`src/rtl/marga_spi_pkg.sv`:
```
// Shared types and constants for the multi-channel OCRA SPI serialiser.
//   spi_state_t - serialiser FSM states
//   FRAME_CNT_W - width of the completed-frame counter
//   frame_len() - frame length in clk cycles for a given half-period H,
//                 word width and LDAC setting
package marga_spi_pkg;

    typedef enum logic [2:0] {
        IDLE,
        SETUP,
        SHIFT,
        HOLD,
        LDAC
    } spi_state_t;

    localparam int unsigned FRAME_CNT_W = 32;

    // SETUP (H) + SHIFT (2*H per bit) + HOLD (H), plus H for the LDAC pulse.
    function automatic int unsigned frame_len(input int unsigned h,
                                              input int unsigned word_w,
                                              input bit          ldac);
        return h * (2 * word_w + 2) + (ldac ? h : 32'd0);
    endfunction

endpackage

```
`src/rtl/ocra_spi_multi_if.sv`:
```
// Frame-request handshake between a frame producer and ocra_spi_multi.
//   valid   - frame request valid (producer)
//   ready   - serialiser can take a frame (serialiser)
//   data    - frame data, channel c at data[c*WORD_W +: WORD_W] (producer)
//   ldac_en - end this frame with an LDAC pulse (producer)
interface ocra_spi_multi_if #(
    parameter int unsigned N_CH   = 4,
    parameter int unsigned WORD_W = 24
);
    logic                     valid;
    logic                     ready;
    logic [N_CH*WORD_W-1:0]   data;
    logic                     ldac_en;

    modport master (output valid, data, ldac_en, input ready);
    modport slave  (input valid, data, ldac_en, output ready);
endinterface

```
`src/rtl/spi_tick_gen.sv`:
```
// Half-period divider: counts 0..div_i and pulses tick_o on the last count.
//   clk, rst_n - clock, asynchronous active-low reset
//   restart_i  - hold the count at zero
//   div_i      - half-period minus one (H = div_i + 1)
//   tick_o     - high in the last cycle of every H-cycle window
module spi_tick_gen #(
    parameter int unsigned DIV_W = 6
) (
    input  logic             clk,
    input  logic             rst_n,
    input  logic             restart_i,
    input  logic [DIV_W-1:0] div_i,
    output logic             tick_o
);
    logic [DIV_W-1:0] cnt_q;

    assign tick_o = (cnt_q == div_i);

    always_ff @(posedge clk or negedge rst_n) begin
        if (!rst_n) begin
            cnt_q <= '0;
        end else if (restart_i || tick_o) begin
            cnt_q <= '0;
        end else begin
            cnt_q <= cnt_q + 1'b1;
        end
    end
endmodule

```
`src/rtl/ocra_spi_multi.sv`:
```
// N-channel SPI serialiser for gradient DAC boards.
//   clk, rst_n  - clock, asynchronous active-low reset
//   clk_div_i   - SCLK half-period minus one, latched at frame start
//   bus         - frame request handshake (slave side)
//   abort_i     - drop the current and the pending frame
//   spi_clk_o   - shared SCLK, idles low
//   syncn_o     - shared frame sync, active low
//   ldacn_o     - shared DAC load, active low
//   sdo_o       - one serial data line per channel, MSB first
//   busy_o      - FSM not idle
//   frames_o    - completed-frame counter
module ocra_spi_multi
    import marga_spi_pkg::*;
#(
    parameter int unsigned N_CH   = 4,
    parameter int unsigned WORD_W = 24,
    parameter int unsigned DIV_W  = 6
) (
    input  logic                   clk,
    input  logic                   rst_n,
    input  logic [DIV_W-1:0]       clk_div_i,
    ocra_spi_multi_if.slave        bus,
    input  logic                   abort_i,
    output logic                   spi_clk_o,
    output logic                   syncn_o,
    output logic                   ldacn_o,
    output logic [N_CH-1:0]        sdo_o,
    output logic                   busy_o,
    output logic [FRAME_CNT_W-1:0] frames_o
);
    localparam int unsigned BIT_W = (WORD_W > 1) ? $clog2(WORD_W) : 1;

    spi_state_t             state_q;
    logic                   ready_q;
    logic [N_CH*WORD_W-1:0] pend_data_q;
    logic                   pend_ldac_q;
    logic [WORD_W-1:0]      shreg_q [N_CH];
    logic                   ldac_q;
    logic [DIV_W-1:0]       div_q;
    logic [BIT_W-1:0]       bit_cnt_q;
    logic                   tick;
    logic                   frame_done;
    logic                   start_frame;

    // Every non-IDLE state exits on a tick, where the counter wraps to zero,
    // so holding the divider in IDLE restarts it on every state entry.
    spi_tick_gen #(
        .DIV_W (DIV_W)
    ) u_tick (
        .clk       (clk),
        .rst_n     (rst_n),
        .restart_i (state_q == IDLE || abort_i),
        .div_i     (div_q),
        .tick_o    (tick)
    );

    // An empty buffer reads as ready, so !ready_q means a frame is pending.
    always_comb begin
        frame_done  = tick && ((state_q == HOLD && !ldac_q) || state_q == LDAC);
        start_frame = !ready_q && (state_q == IDLE || frame_done);
    end

    assign bus.ready = ready_q;

    always_ff @(posedge clk or negedge rst_n) begin
        if (!rst_n) begin
            state_q     <= IDLE;
            ready_q     <= 1'b1;
            pend_data_q <= '0;
            pend_ldac_q <= 1'b0;
            ldac_q      <= 1'b0;
            div_q       <= '0;
            bit_cnt_q   <= '0;
            spi_clk_o   <= 1'b0;
            syncn_o     <= 1'b1;
            ldacn_o     <= 1'b1;
            sdo_o       <= '0;
            busy_o      <= 1'b0;
            frames_o    <= '0;
            for (int c = 0; c < int'(N_CH); c++) begin
                shreg_q[c] <= '0;
            end
        end else if (abort_i) begin
            state_q   <= IDLE;
            ready_q   <= 1'b1;
            spi_clk_o <= 1'b0;
            syncn_o   <= 1'b1;
            ldacn_o   <= 1'b1;
            sdo_o     <= '0;
            busy_o    <= 1'b0;
        end else begin
            if (bus.valid && ready_q) begin
                pend_data_q <= bus.data;
                pend_ldac_q <= bus.ldac_en;
                ready_q     <= 1'b0;
            end

            if (start_frame) begin
                state_q   <= SETUP;
                ready_q   <= 1'b1;
                ldac_q    <= pend_ldac_q;
                div_q     <= clk_div_i;
                spi_clk_o <= 1'b0;
                syncn_o   <= 1'b0;
                ldacn_o   <= 1'b1;
                busy_o    <= 1'b1;
                // MSB goes straight out; the remaining bits wait in shreg_q.
                for (int c = 0; c < int'(N_CH); c++) begin
                    sdo_o[c]   <= pend_data_q[c*WORD_W + WORD_W - 1];
                    shreg_q[c] <= pend_data_q[c*WORD_W +: WORD_W] << 1;
                end
            end else begin
                unique case (state_q)
                    IDLE: ;
                    SETUP: begin
                        if (tick) begin
                            state_q   <= SHIFT;
                            spi_clk_o <= 1'b1;
                            bit_cnt_q <= BIT_W'(WORD_W - 1);
                        end
                    end
                    SHIFT: begin
                        if (tick) begin
                            if (spi_clk_o) begin
                                spi_clk_o <= 1'b0;
                            end else if (bit_cnt_q == '0) begin
                                state_q <= HOLD;
                                syncn_o <= 1'b1;
                                sdo_o   <= '0;
                            end else begin
                                bit_cnt_q <= bit_cnt_q - 1'b1;
                                spi_clk_o <= 1'b1;
                                for (int c = 0; c < int'(N_CH); c++) begin
                                    sdo_o[c]   <= shreg_q[c][WORD_W-1];
                                    shreg_q[c] <= shreg_q[c] << 1;
                                end
                            end
                        end
                    end
                    HOLD: begin
                        if (tick) begin
                            if (ldac_q) begin
                                state_q <= LDAC;
                                ldacn_o <= 1'b0;
                            end else begin
                                state_q <= IDLE;
                                busy_o  <= 1'b0;
                            end
                        end
                    end
                    LDAC: begin
                        if (tick) begin
                            state_q <= IDLE;
                            ldacn_o <= 1'b1;
                            busy_o  <= 1'b0;
                        end
                    end
                    default: state_q <= IDLE;
                endcase
            end

            if (frame_done) begin
                frames_o <= frames_o + 1'b1;
            end
        end
    end
endmodule

```
`src/flat_wrapper.sv`:
```
// flat-port wrapper written by rule: the top's interface ports become plain ports
module ocra_spi_multi_flat import marga_spi_pkg::*;
#(
    parameter int unsigned N_CH   = 4,
    parameter int unsigned WORD_W = 24,
    parameter int unsigned DIV_W  = 6
)
  (clk, rst_n, clk_div_i, abort_i, spi_clk_o, syncn_o, ldacn_o, sdo_o, busy_o, frames_o, bus_valid, bus_data, bus_ldac_en, bus_ready);
  ocra_spi_multi_if #(.N_CH(N_CH), .WORD_W(WORD_W)) bus_i ();
  input  logic clk;
  input  logic rst_n;
  input  logic [DIV_W-1:0] clk_div_i;
  input  logic abort_i;
  output logic spi_clk_o;
  output logic syncn_o;
  output logic ldacn_o;
  output logic [N_CH-1:0] sdo_o;
  output logic busy_o;
  output logic [FRAME_CNT_W-1:0] frames_o;
  input wire logic [$bits(bus_i.valid)-1:0] bus_valid;
  input wire logic [$bits(bus_i.data)-1:0] bus_data;
  input wire logic [$bits(bus_i.ldac_en)-1:0] bus_ldac_en;
  output wire logic [$bits(bus_i.ready)-1:0] bus_ready;
  assign bus_i.valid = bus_valid;
  assign bus_i.data = bus_data;
  assign bus_i.ldac_en = bus_ldac_en;
  assign bus_ready = bus_i.ready;
  ocra_spi_multi #(.N_CH(N_CH), .WORD_W(WORD_W), .DIV_W(DIV_W)) u_core (.clk(clk), .rst_n(rst_n), .clk_div_i(clk_div_i), .bus(bus_i), .abort_i(abort_i), .spi_clk_o(spi_clk_o), .syncn_o(syncn_o), .ldacn_o(ldacn_o), .sdo_o(sdo_o), .busy_o(busy_o), .frames_o(frames_o));
endmodule
```
`config.mk`:
```
export PLATFORM = sky130hd
export DESIGN_NAME = ocra_spi_multi_flat
export DESIGN_NICKNAME = d
export VERILOG_FILES = /design/src/rtl/marga_spi_pkg.sv /design/src/rtl/ocra_spi_multi_if.sv /design/src/rtl/spi_tick_gen.sv /design/src/rtl/ocra_spi_multi.sv /design/src/flat_wrapper.sv
export SDC_FILE = /design/constraint.sdc
export NUM_CORES = 1
export LEC_CHECK = 0
export BUFFER_PORTS_ARGS = -buffer_cell sky130_fd_sc_hd__buf_4
export CORE_MARGIN = 2
export CORE_UTILIZATION = 57
export DETAILED_ROUTE_END_ITERATION = 8
export PLACE_DENSITY = 0.79
export SYNTH_ARGS = -nofsm -noshare
export SYNTH_HDL_FRONTEND = slang
export SYNTH_SLANG_ARGS = --single-unit
```
`constraint.sdc`:
```
create_clock -name clk -period 3.12 [get_ports clk]
set_input_delay 0.156 -clock clk [delete_from_list [all_inputs] [get_ports clk]]
set_output_delay 0.156 -clock clk [all_outputs]
set_load 0.02 [all_outputs]
```
==> impl_metrics.tcl <==
set metrics [dict create \
    numPlacedInstances 1175 \
    drt_pre_antenna_iters 5 \
    ys.flop_type "sky130_fd_sc_hd__dfrtp_1" \
    initial_core_util_pct 57.73 \
    maxSlewViolCount 0 \
    post_synth_xor_area_fraction_pct 3.499 \
    grt.total_usage_pct 26.49 \
    hold_path_class "in2async" \
    yosys_warnings 0 \
    worst_setup_path_start_kind "flop" \
    synth_simple_gate_area_share_pct 11.66 \
    vias_per_cell 5.906 \
    cts_tree "yes" \
    maxClockFrequency_ghz 0.3500 \
    clockBufferDepth 3 \
    fin_tns_setup_ns 0 \
    synth_most_common_cell "sky130_fd_sc_hd__dfrtp_1" \
    largest_net_degree_at_the_start_of_global_routing 100 \
    worst_margin_pin_slew_ns 0.9436 \
    avgRoutedWirePerCell_um 19.35 \
    chipWidth_um 141.4 \
    first_iter_violations 570 \
    ir_worst_vdd_mv 0.5815 \
    nFillCells 1158 \
    rsz_0062_raised_after_global_routing "no" \
    detailed_route_wl_um 25720 \
    post_synth_most_frequent_cells "248 x sky130_fd_sc_hd__dfrtp_1, 107 x sky130_fd_sc_hd__mux2_2, 88 x sky130_fd_sc_hd__o221a_2, 88 x sky130_fd_sc_hd__or3_1, 43 x sky130_fd_sc_hd__clkbuf_1" \
    synthTopCellsByArea "sky130_fd_sc_hd__dfrtp_1 58%, sky130_fd_sc_hd__mux2_2 11%, sky130_fd_sc_hd__o221a_2 9.2%, sky130_fd_sc_hd__or3_1 5.1%, sky130_fd_sc_hd__xor2_1 2.2%" \
    insertion_delay_ns 0.52 \
    finalNetCount 1186 \
    vias 7849 \
    layoutNonFillerInstCount 1329 \
    fin_crit_sh_pct 91.56 \
    worst_clock_skew_ns 0.009468 \
    grt_antenna_before_repair 0 \
    root_buffer "sky130_fd_sc_hd__clkbuf_16" \
    synth_area_in_compound_gates_pct 12.01 \
    cap_violations 0 \
    cts_buffers 26 \
    outcome "completed" \
    number_of_flip_flops_and_latches_in_the_synthesized_netlist 251 \
    yosysTopAreaCell "sky130_fd_sc_hd__dfrtp_1" \
    synth-adder-area-share_pct 0.4650 \
    async_flop_share_pct 100.0 \
    timing.max_slew.rel_slack_pct 36.95 \
    hold_viol 0 \
    sequential_area_share_after_synthesis_pct 58.39 \
    layout-drive-gt1-share_pct 38.26 \
    std_cell_rows 50 \
    postRouteAntennaNets 0 \
    area.growth.synth_to_final_pct 30.90 \
    clock_tree.htree_level_count 1 \
    die_y_um 141.4 \
    gp_congestion 0.8421 \
    synth.net_count 943 \
    place_hpwl_um 14670 \
    synth-edff-count 0 \
    setup_viol 0 \
    first_global_vias 8081 \
    synth.cell_area_um2 10760 \
    n_antenna_cell 0 \
    leakage_uw 0.006168 \
    gate_count_after_technology_mapping 832 \
    crit_type "reg2reg" \
    synth_area_per_cell_um2 12.94 \
    grt.overflow.total 0 \
    post_synthesis_cell_type_count 53 \
    critPathRequiredTime_ns 3.58 \
    timing.critical_path.to_type "flop" \
    clock_sink_count 251 \
    post_synth_top_area_share_pct 57.66 \
    design.die.area_um2 20000 \
    synth.area.mux_share_pct 11.20 \
    critPathArrivalTime_ns 3.32 \
    floorplan.core_area_um2 18640 \
    power_density_nw_per_um2 717.5 \
    placement.io_buffers 147 \
    combinational_family_with_the_most_area_after_synthesis "compound AO/OA/AOI/OAI gates" \
    io_pins 148 \
    resized_gates_after_cts 0 \
    clk_pin_slew_ns 0.06 \
    timing.final.crit_period_ns 2.857 \
    route.detailed.drc 0 \
    reg2reg_depth 6 \
    worstPathMaxFanout 70 \
    grt_first_pass_wirelength_um 42660 \
]
## metrics by stage
step	hold WS (ns)	setup WS (ns)	total power (µW)	area [µm²]	util (%)
after detailed placement	0.2428	0.3342	6812	12150	65.17
after global placement	0.2451	0.4027	6700	12150	65.17
after floorplan	-0.1396	0.6627	6134	10760	-
after CTS	0.2850	0.3037	10080	14090	75.57
after global routing	0.3203	0.1089	10590	14090	75.57
final	0.2412	0.2633	10110	14090	75.57
## state kept, by name, indices dropped and copies added (netlist names)
signal,flops
u_core.ldac_q,1
u_core.div_q,6
u_core.state_q,3
u_core.bus.ready,1
u_core.pend_ldac_q,1
u_core.busy_o,1
u_core.frames_o,32
u_core.sdo_o,4
u_core.ldacn_o,1
u_core.pend_data_q,96
u_core.shreg_q,92
u_core.u_tick.cnt_q,6
u_core.spi_clk_o,1
u_core.syncn_o,1
u_core.bit_cnt_q,5
## area by class of cell
type	instances	area (µm²)	area share [%]
Clock inverter	8	93.84	0.6661
Timing Repair Buffer	273	2397	17.02
Multi-Input combinational cell	512	4194	29.77
Inverter	11	41.29	0.2931
Sequential cell	251	6285	44.61
Tap cell	234	292.8	2.078
Clock buffer	40	784.5	5.568
## power by group
group / total (µW) / switching (µW) / leakage (µW) / internal [µW]
Clock: 3160 / 1260 / 0.000436 / 1890
Sequential: 4960 / 683 / 0.00298 / 4270
Combinational: 2000 / 778 / 0.00275 / 1220
## layout by cell type, fill, tap and decap left out, types with 4 or more instances in the layout
master | Yosys | final
sky130_fd_sc_hd__buf_12 | 0 | 6
sky130_fd_sc_hd__clkbuf_8 | 0 | 6
sky130_fd_sc_hd__mux2_2 | 107 | 107
sky130_fd_sc_hd__nand2_1 | 30 | 30
sky130_fd_sc_hd__nor3_1 | 18 | 18
sky130_fd_sc_hd__nand3_1 | 16 | 16
sky130_fd_sc_hd__or2_2 | 4 | 4
sky130_fd_sc_hd__inv_1 | 10 | 10
sky130_fd_sc_hd__xor2_1 | 27 | 27
sky130_fd_sc_hd__ha_1 | 4 | 4
sky130_fd_sc_hd__or3_1 | 88 | 88
sky130_fd_sc_hd__a21oi_1 | 4 | 4
sky130_fd_sc_hd__clkbuf_16 | 0 | 27
sky130_fd_sc_hd__a221o_1 | 4 | 4
sky130_fd_sc_hd__o21ai_0 | 8 | 8
sky130_fd_sc_hd__xnor2_1 | 16 | 16
sky130_fd_sc_hd__clkinv_2 | 0 | 5
sky130_fd_sc_hd__clkbuf_1 | 43 | 7
sky130_fd_sc_hd__and3_1 | 6 | 6
sky130_fd_sc_hd__dfrtp_1 | 248 | 248
sky130_fd_sc_hd__nor2_1 | 40 | 40
sky130_fd_sc_hd__dlygate4sd3_1 | 0 | 106
sky130_fd_sc_hd__buf_4 | 1 | 160
sky130_fd_sc_hd__o221a_2 | 88 | 88
sky130_fd_sc_hd__nand4_1 | 11 | 11
## critical path, cell delays in order, from the launching register on
cell and delay, ns:
sky130_fd_sc_hd__dfrtp_1 0.56, sky130_fd_sc_hd__or4bb_1 0.63, sky130_fd_sc_hd__a211oi_4 0.41, sky130_fd_sc_hd__a21oi_4 0.30, sky130_fd_sc_hd__o21ai_4 0.27, sky130_fd_sc_hd__buf_12 0.30
sky130_fd_sc_hd__o221a_2 0.27
## metal layers
layer	wire length [µm]	vias up	global-route usage (%)
li1	-	3589	-
met1	10900	3990	35.73
met2	13120	228	46.01
met3	1172	42	3.679
met4	528	0	6.263
met5	0	-	0
## final timing paths
path,to,startpoint,slack (ns)
setup / recovery,u_core.shreg_q[17],u_core.state_q[1],0.26
hold / removal,u_core.bit_cnt_q[4],rst_n,0.24
hold reg to reg,u_core.frames_o[31],u_core.frames_o[31],0.47
min in group clk,u_core.bus.ready,bus_valid,0.38
max in group asynchronous,u_core.pend_data_q[22],rst_n,2.04
setup reg to reg,u_core.shreg_q[17],u_core.state_q[1],0.26
## what timing repair did
item | in CTS | in global routing
hold endpoints to repair | 201 | 0
hold buffers | 106 | 0
buffers inserted | 0 | 0
## kinds of logic after synthesis
family | count (synthesis)
DFF | 251
and+or+nand+nor | 231
AOI/OAI and AO/OA | 127
muxes | 107
buffers and inverters | 69
xor gates and xnor gates | 43
adders and majority gates | 4
Note: power is estimated with default switching activity, not from simulation.
